## src/rtl/pong_pkg.sv

```systemverilog
// Shared types and geometry helpers for the paddle motion slice.
// Imported by paddle_channel and paddle_motion_ctrl.
package pong_pkg;

    typedef enum logic [1:0] {
        IDLE = 2'd0,
        UP   = 2'd1,
        DOWN = 2'd2
    } paddle_state_t;

    function automatic int min_center(
        input int top_margin,
        input int paddle_height
    );
        return top_margin + paddle_height / 2;
    endfunction

    function automatic int max_center(
        input int disp_rows,
        input int bottom_margin,
        input int paddle_height
    );
        return disp_rows - bottom_margin - paddle_height / 2;
    endfunction

endpackage

```

## src/rtl/paddle_channel.sv

```systemverilog
// One paddle: direction FSM, step speed and clamped centre row.
// PADDLE_ACCEL_EN adds per-paddle acceleration; otherwise speed is 1.
module paddle_channel
    import pong_pkg::*;
#(
    parameter int ROW_W       = 12,
    parameter int DISP_ROWS   = 600,
    parameter int MIN_C       = 47,
    parameter int MAX_C       = 558,
    parameter int MAX_SPEED   = 4,
    parameter int ACCEL_TICKS = 8
) (
    input  logic             clk,
    input  logic             rst,
    input  logic             tick,
    input  logic             up,
    input  logic             down,
    input  logic             recenter,
    output logic [ROW_W-1:0] center,
    output logic             at_top,
    output logic             at_bottom
);

    localparam int SPD_W = $clog2(MAX_SPEED + 1);
    localparam logic [ROW_W-1:0] HOME  = ROW_W'(DISP_ROWS / 2);
    localparam logic [ROW_W:0]   MIN_W = (ROW_W + 1)'(MIN_C);
    localparam logic [ROW_W:0]   MAX_W = (ROW_W + 1)'(MAX_C);

    paddle_state_t    state;
    paddle_state_t    req;
    logic [SPD_W-1:0] step;
    logic [ROW_W:0]   wide;
    logic [ROW_W:0]   stp;
    logic [ROW_W:0]   nxt_w;

    always_comb begin
        req = IDLE;
        unique case (1'b1)
            up && !down: req = UP;
            down && !up: req = DOWN;
            default:     req = IDLE;
        endcase
    end

`ifdef PADDLE_ACCEL_EN
    localparam int RUN_W = $clog2(ACCEL_TICKS + 1);

    logic [SPD_W-1:0] speed;
    logic [SPD_W-1:0] spd_nx;
    logic [RUN_W-1:0] run;
    logic [RUN_W-1:0] run_nx;
    logic             same;

    // run counts consecutive ticks in one direction since the last speed-up
    always_comb begin
        same   = (req == state);
        step   = same ? speed : SPD_W'(1);
        run_nx = same ? run + 1'b1 : RUN_W'(1);
        spd_nx = step;
        if (run_nx == RUN_W'(ACCEL_TICKS)) begin
            run_nx = '0;
            if (step != SPD_W'(MAX_SPEED))
                spd_nx = step + 1'b1;
        end
    end

    always_ff @(posedge clk) begin
        if (rst || recenter) begin
            speed <= SPD_W'(1);
            run   <= '0;
        end else if (tick) begin
            if (req == IDLE) begin
                speed <= SPD_W'(1);
                run   <= '0;
            end else begin
                speed <= spd_nx;
                run   <= run_nx;
            end
        end
    end
`else
    assign step = SPD_W'(1);
`endif

    // one spare bit so neither direction can wrap before the clamp
    always_comb begin
        wide  = {1'b0, center};
        stp   = (ROW_W + 1)'(step);
        nxt_w = wide;
        case (req)
            UP:   nxt_w = (wide < MIN_W + stp) ? MIN_W : wide - stp;
            DOWN: nxt_w = (wide + stp > MAX_W) ? MAX_W : wide + stp;
            default: nxt_w = wide;
        endcase
    end

    always_ff @(posedge clk) begin
        if (rst || recenter) begin
            center    <= HOME;
            state     <= IDLE;
            at_top    <= 1'b0;
            at_bottom <= 1'b0;
        end else if (tick) begin
            state     <= req;
            center    <= nxt_w[ROW_W-1:0];
            at_top    <= (nxt_w == MIN_W);
            at_bottom <= (nxt_w == MAX_W);
        end
    end

endmodule

```

## src/rtl/paddle_motion_ctrl.sv

```systemverilog
// N-paddle motion controller: shared move tick, input synchronisers.
// Define PADDLE_ACCEL_EN to build per-paddle acceleration.
module paddle_motion_ctrl
    import pong_pkg::*;
#(
    parameter int NUM_PADDLES   = 2,
    parameter int DISP_ROWS     = 600,
    parameter int PADDLE_HEIGHT = 44,
    parameter int TOP_MARGIN    = 25,
    parameter int BOTTOM_MARGIN = 20,
    parameter int ROW_W         = 12,
    parameter int TICK_DIV      = 50000,
    parameter int MAX_SPEED     = 4,
    parameter int ACCEL_TICKS   = 8
) (
    input  logic                         clk,
    input  logic                         rst,
    input  logic [NUM_PADDLES-1:0]       move_up,
    input  logic [NUM_PADDLES-1:0]       move_down,
    input  logic [NUM_PADDLES-1:0]       recenter,
    output logic [NUM_PADDLES*ROW_W-1:0] paddle_center_row,
    output logic [NUM_PADDLES-1:0]       at_top,
    output logic [NUM_PADDLES-1:0]       at_bottom,
    output logic                         move_tick
);

    localparam int MIN_C = min_center(TOP_MARGIN, PADDLE_HEIGHT);
    localparam int MAX_C =
        max_center(DISP_ROWS, BOTTOM_MARGIN, PADDLE_HEIGHT);
    localparam int CNT_W = $clog2(TICK_DIV);
    localparam logic [CNT_W-1:0] CNT_LAST = CNT_W'(TICK_DIV - 1);

    logic [CNT_W-1:0]       cnt;
    logic [NUM_PADDLES-1:0] up_s1;
    logic [NUM_PADDLES-1:0] up_s2;
    logic [NUM_PADDLES-1:0] dn_s1;
    logic [NUM_PADDLES-1:0] dn_s2;

    always_ff @(posedge clk) begin
        if (rst)
            cnt <= '0;
        else if (cnt == CNT_LAST)
            cnt <= '0;
        else
            cnt <= cnt + 1'b1;
    end

    assign move_tick = (cnt == CNT_LAST);

    always_ff @(posedge clk) begin
        if (rst) begin
            up_s1 <= '0;
            up_s2 <= '0;
            dn_s1 <= '0;
            dn_s2 <= '0;
        end else begin
            up_s1 <= move_up;
            up_s2 <= up_s1;
            dn_s1 <= move_down;
            dn_s2 <= dn_s1;
        end
    end

    for (genvar i = 0; i < NUM_PADDLES; i++) begin : gen_ch
        paddle_channel #(
            .ROW_W      (ROW_W),
            .DISP_ROWS  (DISP_ROWS),
            .MIN_C      (MIN_C),
            .MAX_C      (MAX_C),
            .MAX_SPEED  (MAX_SPEED),
            .ACCEL_TICKS(ACCEL_TICKS)
        ) u_ch (
            .clk      (clk),
            .rst      (rst),
            .tick     (move_tick),
            .up       (up_s2[i]),
            .down     (dn_s2[i]),
            .recenter (recenter[i]),
            .center   (paddle_center_row[i*ROW_W +: ROW_W]),
            .at_top   (at_top[i]),
            .at_bottom(at_bottom[i])
        );
    end

endmodule
```

## config.mk

```make
export PLATFORM = sky130hd
export DESIGN_NAME = paddle_motion_ctrl
export DESIGN_NICKNAME = d
export VERILOG_FILES = /design/src/rtl/pong_pkg.sv /design/src/rtl/paddle_channel.sv /design/src/rtl/paddle_motion_ctrl.sv
export SDC_FILE = /design/constraint.sdc
export NUM_CORES = 1
export LEC_CHECK = 0
export BUFFER_PORTS_ARGS = -buffer_cell sky130_fd_sc_hd__buf_4
export CORE_ASPECT_RATIO = 0.75
export CORE_MARGIN = 5
export CORE_UTILIZATION = 50
export CTS_CLUSTER_SIZE = 28
export DETAILED_ROUTE_END_ITERATION = 6
export HOLD_SLACK_MARGIN = 0.08
export PLACE_DENSITY = 0.78
export RECOVER_POWER = 100
export SKIP_CTS_REPAIR_TIMING = 1
export SLEW_MARGIN = 20
export SYNTH_ARGS = -nofsm -noshare
export SYNTH_HDL_FRONTEND = slang
export SYNTH_HIERARCHICAL = 1
export SYNTH_SLANG_ARGS = --single-unit
```

## constraint.sdc

```tcl
create_clock -name clk -period 2.7 [get_ports clk]
set_input_delay 0.135 -clock clk [delete_from_list [all_inputs] [get_ports clk]]
set_output_delay 0.135 -clock clk [all_outputs]
set_load 0.02 [all_outputs]
```

# Word-level counts from Yosys, hierarchy flattened
# Index checks and enable logic that the tools add are counted.
# W data, S select, Z words.
word_totals:
  regBits: 52
  latchBits: 0
  mem_bits_rw: 0
  rom_bits: 0
  input_bits: 8
  elab_cells: 48
  n_memories: 0
classes:
  add_sub_neg: 5
  multipliers: 0
  n_div: 0
  magnitude_cmp: 4
  eq_ne: 9
  n_shift: 0
  n_mux: 8
  n_bitwise: 0
  n_reduce_logical: 11
op_table:
  columns: ["operator", "count"]
  rows:
  - ["$mux W13", 4]
  - ["$pmux W13 S2", 2]
  - ["$add A12 B1 Y13 const B", 2]
  - ["$eq A13 B10 Y1 const B", 2]
  - ["$eq A13 B6 Y1 const B", 2]
  - ["$gt A13 B10 Y1 const B", 2]
  - ["$sub A12 B1 Y13 const B", 2]
  - ["$lt A12 B6 Y1 const B", 2]
  - ["$add A16 B1 Y16 const B", 1]
  - ["$eq A16 B16 Y1 const B", 1]
  - ["$pmux W2 S2", 2]
  - ["$eq A2 B1 Y1 const B", 2]
  - ["$eq A2 B2 Y1 const B", 2]
  - ["$logic_and A1 B1 Y1", 4]
  - ["$logic_not A1 Y1", 4]
  - ["$logic_or A1 B1 Y1", 2]
  - ["$reduce_or A2 Y1", 1]

# Logic depth before layout (Yosys ltp)
logic_depth:
  depth_word: 6
  ltp_mapped: 11
  ltp_nobuf: 10

# Modules after synthesis
# The synthesis kept the hierarchy.
modules_own_cells:
  columns: ["mod", "instances", "cells_each", "area_each_um2"]
  rows:
  - ["paddle_channel at gen_ch[0].u_ch", 1, 256, 1816.7]
  - ["paddle_channel at gen_ch[1].u_ch", 1, 246, 1681.6]
  - ["paddle_motion_ctrl", 1, 98, 983.4]

# Worst setup path before layout
# Ideal clock, no wire load.
synth_path:
  kind: "register to register"
  startpoint: "register gen_ch[0].u_ch.center[0]"
  endpoint: "register gen_ch[0].u_ch.at_top"
  arrival_time_ns: 2.573
  slack_ns: 0.060
  stages_incl_launch_ff: 11
  n_path_buf: 1
  cell_sequence: "dfxtp_1 > ha_1 > buf_2 > nand3_1 > o31a_1 > a21o_1 > and2_1 > a311oi_4 > nand2_1 > a211o_1 > o21ai_2"
synth_between:
  elab_chain_len: 5
synth_rtl:
  columns: ["item", "line_no", "text"]
  rows:
  - ["start: declaration", "paddle_channel.sv:19", "output logic [ROW_W-1:0] center,"]
  - ["start signal: assignment", "paddle_channel.sv:105", "center <= nxt_w[ROW_W-1:0];"]
  - ["$add A12 B1 Y13", "paddle_channel.sv:92", "DOWN: nxt_w = (wide + stp > MAX_W) ? MAX_W : wide + stp;"]
  - ["$gt A13 B10 Y1", "paddle_channel.sv:92", null]
  - ["$mux W13", "paddle_channel.sv:92", null]
  - ["$pmux W13 S2 (*)", "paddle_channel.sv:90", "case (req)"]
  - ["$eq A13 B6 Y1 (*)", "paddle_channel.sv:106", "at_top <= (nxt_w == MIN_W);"]
  - ["end signal: assignment", "paddle_channel.sv:106", null]
  - ["end: declaration", "paddle_channel.sv:20", "output logic at_top,"]
# Mark *: on every way between the ends. The rest lies on a longest branch, timed or not.
# A chain may end at the register's enable or synchronous reset.

# Final worst setup path
layout_path:
  startpoint: "register gen_ch[1].u_ch.center[0]"
  endpoint: "register gen_ch[1].u_ch.center[2]"
layout_between:
  elab_chain_len: 4
layout_rtl:
  columns: ["item", "line_no"]
  rows:
  - ["start: declaration", "paddle_channel.sv:19"]
  - ["start signal: assignment", "paddle_channel.sv:105"]
  - ["$add A12 B1 Y13", "paddle_channel.sv:92"]
  - ["$gt A13 B10 Y1", "paddle_channel.sv:92"]
  - ["$mux W13", "paddle_channel.sv:92"]
  - ["$pmux W13 S2 (*)", "paddle_channel.sv:90"]
# Marks and branches as above.

==> run summary <==
crit path launch type: flip-flop
area of combinational cells with multiple inputs: 3188 µm²
number of synthesized register bits: 52
standard cell core area: 8600 µm²
critical path type: flip-flop to flip-flop
# Max-Cap Violations: 0
Post-Place Setup Slack: 0.05862 ns
endpoint of the most critical register-to-register path: gen_ch[1].u_ch/center[2]
required time of the critical path: 2.88 ns
number of port buffers: 36
most frequent cell after synthesis: sky130_fd_sc_hd__nor2_1
wire length of the first global-routing pass: 23.54 mm
share of synthesized area occupied by flip-flops and latches: 0.2323
number of antenna repair diodes: 0
worst hold path depth: 2
number of antenna violations at the first check in global routing: 0
CTS clock-pin slew for the worst setup and hold paths: 0.07 ns
Synthesized Nets: 619
instance count of the mapped netlist: 600
Vias: 5020
reg2reg start: gen_ch[1].u_ch/center[0]
total global routing overflow: 0
normalized max-slew margin: 0.6098
post-layout minimum cycle time: 2.663 ns
Max Fclk: 0.3755 GHz
clock tree root buffer cell: sky130_fd_sc_hd__clkbuf_16
fill cell count: 806
register-to-register setup slack: 0.04 ns
number of optimization iterations in the first detailed-route pass: 6
total number of nets in the final design: 690
pwr/cell area: 294.8 nW/µm²
antenna-violating nets left: 0
area fraction of the dominant cell type after synthesis: 0.2323
post-DR wirelength/cell: 18.75 µm
number of library cell types mapped by synthesis: 88
number of levels in the clock H-tree: 2
Hold Slack: 0.08548 ns
syn_area_per_cell: 7.470 µm²
# setup viols final: 0
Main synth FF type: sky130_fd_sc_hd__dfxtp_1
GRT Util Overall: 0.2594
Worst Reg2Reg Path Length in Cells: 10
HP Class: input port to flip-flop
number of global-route vias before repair: 4539
vias per inst: 6.436
crit path DAT: 2.85 ns
share of layout cells above drive strength 1: 0.2500
top cells by instance count after synthesis: 55 x sky130_fd_sc_hd__nor2_1, 52 x sky130_fd_sc_hd__dfxtp_1, 48 x sky130_fd_sc_hd__a21oi_1
Top Ports: 37
Chip Height: 91.99 µm
slowest cell delay on critical path: 0.37 ns
Syn-to-layout area delta: 21.22%
Final period util: 0.9863
number of slew-limit violations in the final report: 0
endpoint with the worst hold slack: up_s1[0]
most prevalent standard cell on the critical path: sky130_fd_sc_hd__buf_4
critical path endpoint category: flip-flop
ys async rst share: 0
worst supply voltage drop on vdd: 0.0003251 V
Worst Max-Slew Pin Slew: 0.5854 ns
top cell type by total area after synthesis: sky130_fd_sc_hd__dfxtp_1
number of enable-type register cells in the synthesized netlist: 0
iteration-0 DRC count of the detailed router: 576
Cell Chain, Critical Path: ha_1 -> buf_4 -> and3_1 -> buf_4 -> xnor2_1 -> a31oi_1 -> nor4_4 -> or2_1 -> nand3_1 -> a311o_1
CP max FO: 7
CTS tree: yes
final weighted congestion in routability-driven placement: 1.009
number of buffers created by CTS: 5
least setup slack across all paths after layout: 0.03712 ns
total die area: 10980 µm²
Slowest cell on crit path: sky130_fd_sc_hd__dfxtp_1
Sequential cell area: 1050 µm²
HPWL reported at the end of detailed placement: 11.17 mm
final hold violation count: 0
CTS sink count: 52
clock network latency to the later pin of the worst-skew pair: 0.29 ns
final WL: 14.63 mm
initial standard-cell utilization of the core: 0.5212
maximum number of pins on one net before global-route repair: 36
post-detailed-route DRC marker count: 0
hold wc startpoint: move_up[0]
cell area after synthesis: 4482 µm²
number of synthesis warnings: 6
cell row count: 29
Worst Clk Skew: 0.004865 ns
status: finished, final reports clean
largest cells by area after synthesis: sky130_fd_sc_hd__dfxtp_1 23%, sky130_fd_sc_hd__a21oi_1 5.4%, sky130_fd_sc_hd__nor2_1 4.6%, sky130_fd_sc_hd__xnor2_1 4.1%, sky130_fd_sc_hd__nand2_1 3.4%
static power due to leakage: 0.001904 µW
die width: 119.3 µm
largest buffer count on any clock path: 2
power by group:
part           switching, µW  internal [µW]  leakage, µW
sequential              6.23            775     0.000423
combinational            103           66.3      0.00141
clock                    303            348    0.0000742
total                    412           1190      0.00190
cell type report:
cell class              count  share of cell area
multi-input cells         473              0.5868
flip-flops and latches     52              0.1932
repair buffers            112              0.1479
well taps                 108             0.02487
clock buffers               5             0.02303
inverters                  27             0.02004
clock inverters             3            0.004146
sequential cells by signal (all words and copies together), names as in the netlist:
name                   flops
gen_ch.u_ch/at_top         2
up_s2                      2
gen_ch.u_ch/at_bottom      2
dn_s2                      2
cnt                       16
dn_s1                      2
up_s1                      2
gen_ch.u_ch/center        24
per-stage QoR:
| step | instance area [µm²] | cells | utilization | total power (µW) | TNS [ns] |
|---|---|---|---|---|---|
| after floorplan | 4482 | 600 | - | 904.2 | 0 |
| after global placement | 5150 | 766 | 0.5989 | 950.5 | 0 |
| after detailed placement | 5150 | 766 | 0.5989 | 953.0 | 0 |
| after CTS | 5298 | 774 | 0.6160 | 1603 | 0 |
| after global routing | 5433 | 780 | 0.6317 | 1668 | -0.1437 |
| final | 5433 | 780 | 0.6317 | 1602 | 0 |
metal layers:
layer / up-vias / track usage / part of all wire
li1: 2350 / - / -
met5: - / 0 / 0
met3: 20 / 0.07257 / 0.12
met1: 2363 / 0.3991 / 0.46
met4: 0 / 0.04385 / 0.0088
met2: 287 / 0.3597 / 0.41
how the worst max path moves through the flow:
stage	to	depth (start not counted)	from
2_1_floorplan	gen_ch[0].u_ch/at_top	10	gen_ch[0].u_ch/center[0]
3_3_place_gp	gen_ch[0].u_ch/at_top	10	up_s2[0]
3_5_place_dp	gen_ch[0].u_ch/at_bottom	9	gen_ch[0].u_ch/center[0]
4_1_cts	gen_ch[0].u_ch/at_bottom	9	gen_ch[0].u_ch/center[0]
5_1_grt	gen_ch[0].u_ch/at_bottom	8	gen_ch[0].u_ch/center[2]
6_report	gen_ch[1].u_ch/center[2]	10	gen_ch[1].u_ch/center[0]
worst max-delay path, delay by kind of cell (launching register included):
family,cells,cell delay [ns]
xor+xnor,1,0.15
flops,1,0.37
buf+inv,2,0.32
simple gates,4,0.95
compound gates,2,0.51
fa+ha+maj,1,0.24
layout by cell type, fill, tap and decap left out, types with 5 or more instances in the layout:
cell,count
sky130_fd_sc_hd__clkbuf_16,5
sky130_fd_sc_hd__inv_1,24
sky130_fd_sc_hd__dfxtp_1,45
sky130_fd_sc_hd__clkbuf_1,13
sky130_fd_sc_hd__or3_1,5
sky130_fd_sc_hd__a211oi_1,7
sky130_fd_sc_hd__dfxtp_2,7
sky130_fd_sc_hd__nand3_1,28
sky130_fd_sc_hd__buf_4,92
sky130_fd_sc_hd__nor4_1,5
sky130_fd_sc_hd__xnor2_1,20
sky130_fd_sc_hd__nor3_1,25
sky130_fd_sc_hd__mux2i_1,5
sky130_fd_sc_hd__o21ai_1,6
sky130_fd_sc_hd__o31a_1,5
sky130_fd_sc_hd__and2_1,6
sky130_fd_sc_hd__nor2_1,54
sky130_fd_sc_hd__nand4_1,12
sky130_fd_sc_hd__ha_1,7
sky130_fd_sc_hd__a21oi_1,47
sky130_fd_sc_hd__o31ai_1,9
sky130_fd_sc_hd__o21ai_0,27
sky130_fd_sc_hd__nand2_1,40
sky130_fd_sc_hd__a31oi_1,11
sky130_fd_sc_hd__nor2b_1,15
sky130_fd_sc_hd__nor2_2,7
sky130_fd_sc_hd__nand2b_1,7
sky130_fd_sc_hd__or2_2,5
sky130_fd_sc_hd__a21o_1,5
sky130_fd_sc_hd__o211ai_1,9
logic make-up (layout without fill, tap and decap cells):
logic type                 count (synthesis)  after routing  share of synthesized area
and+or+nand+nor                          255            255                     0.3210
AOI/OAI and AO/OA                        177            177                     0.2742
buffers and inverters                     75            147                    0.08124
DFF                                       52             52                     0.2323
xor gates and xnor gates                  24             24                    0.04690
adders and majority gates                 11             11                    0.03071
muxes                                      6              6                    0.01368
Note: power is estimated with default switching activity, not from simulation.
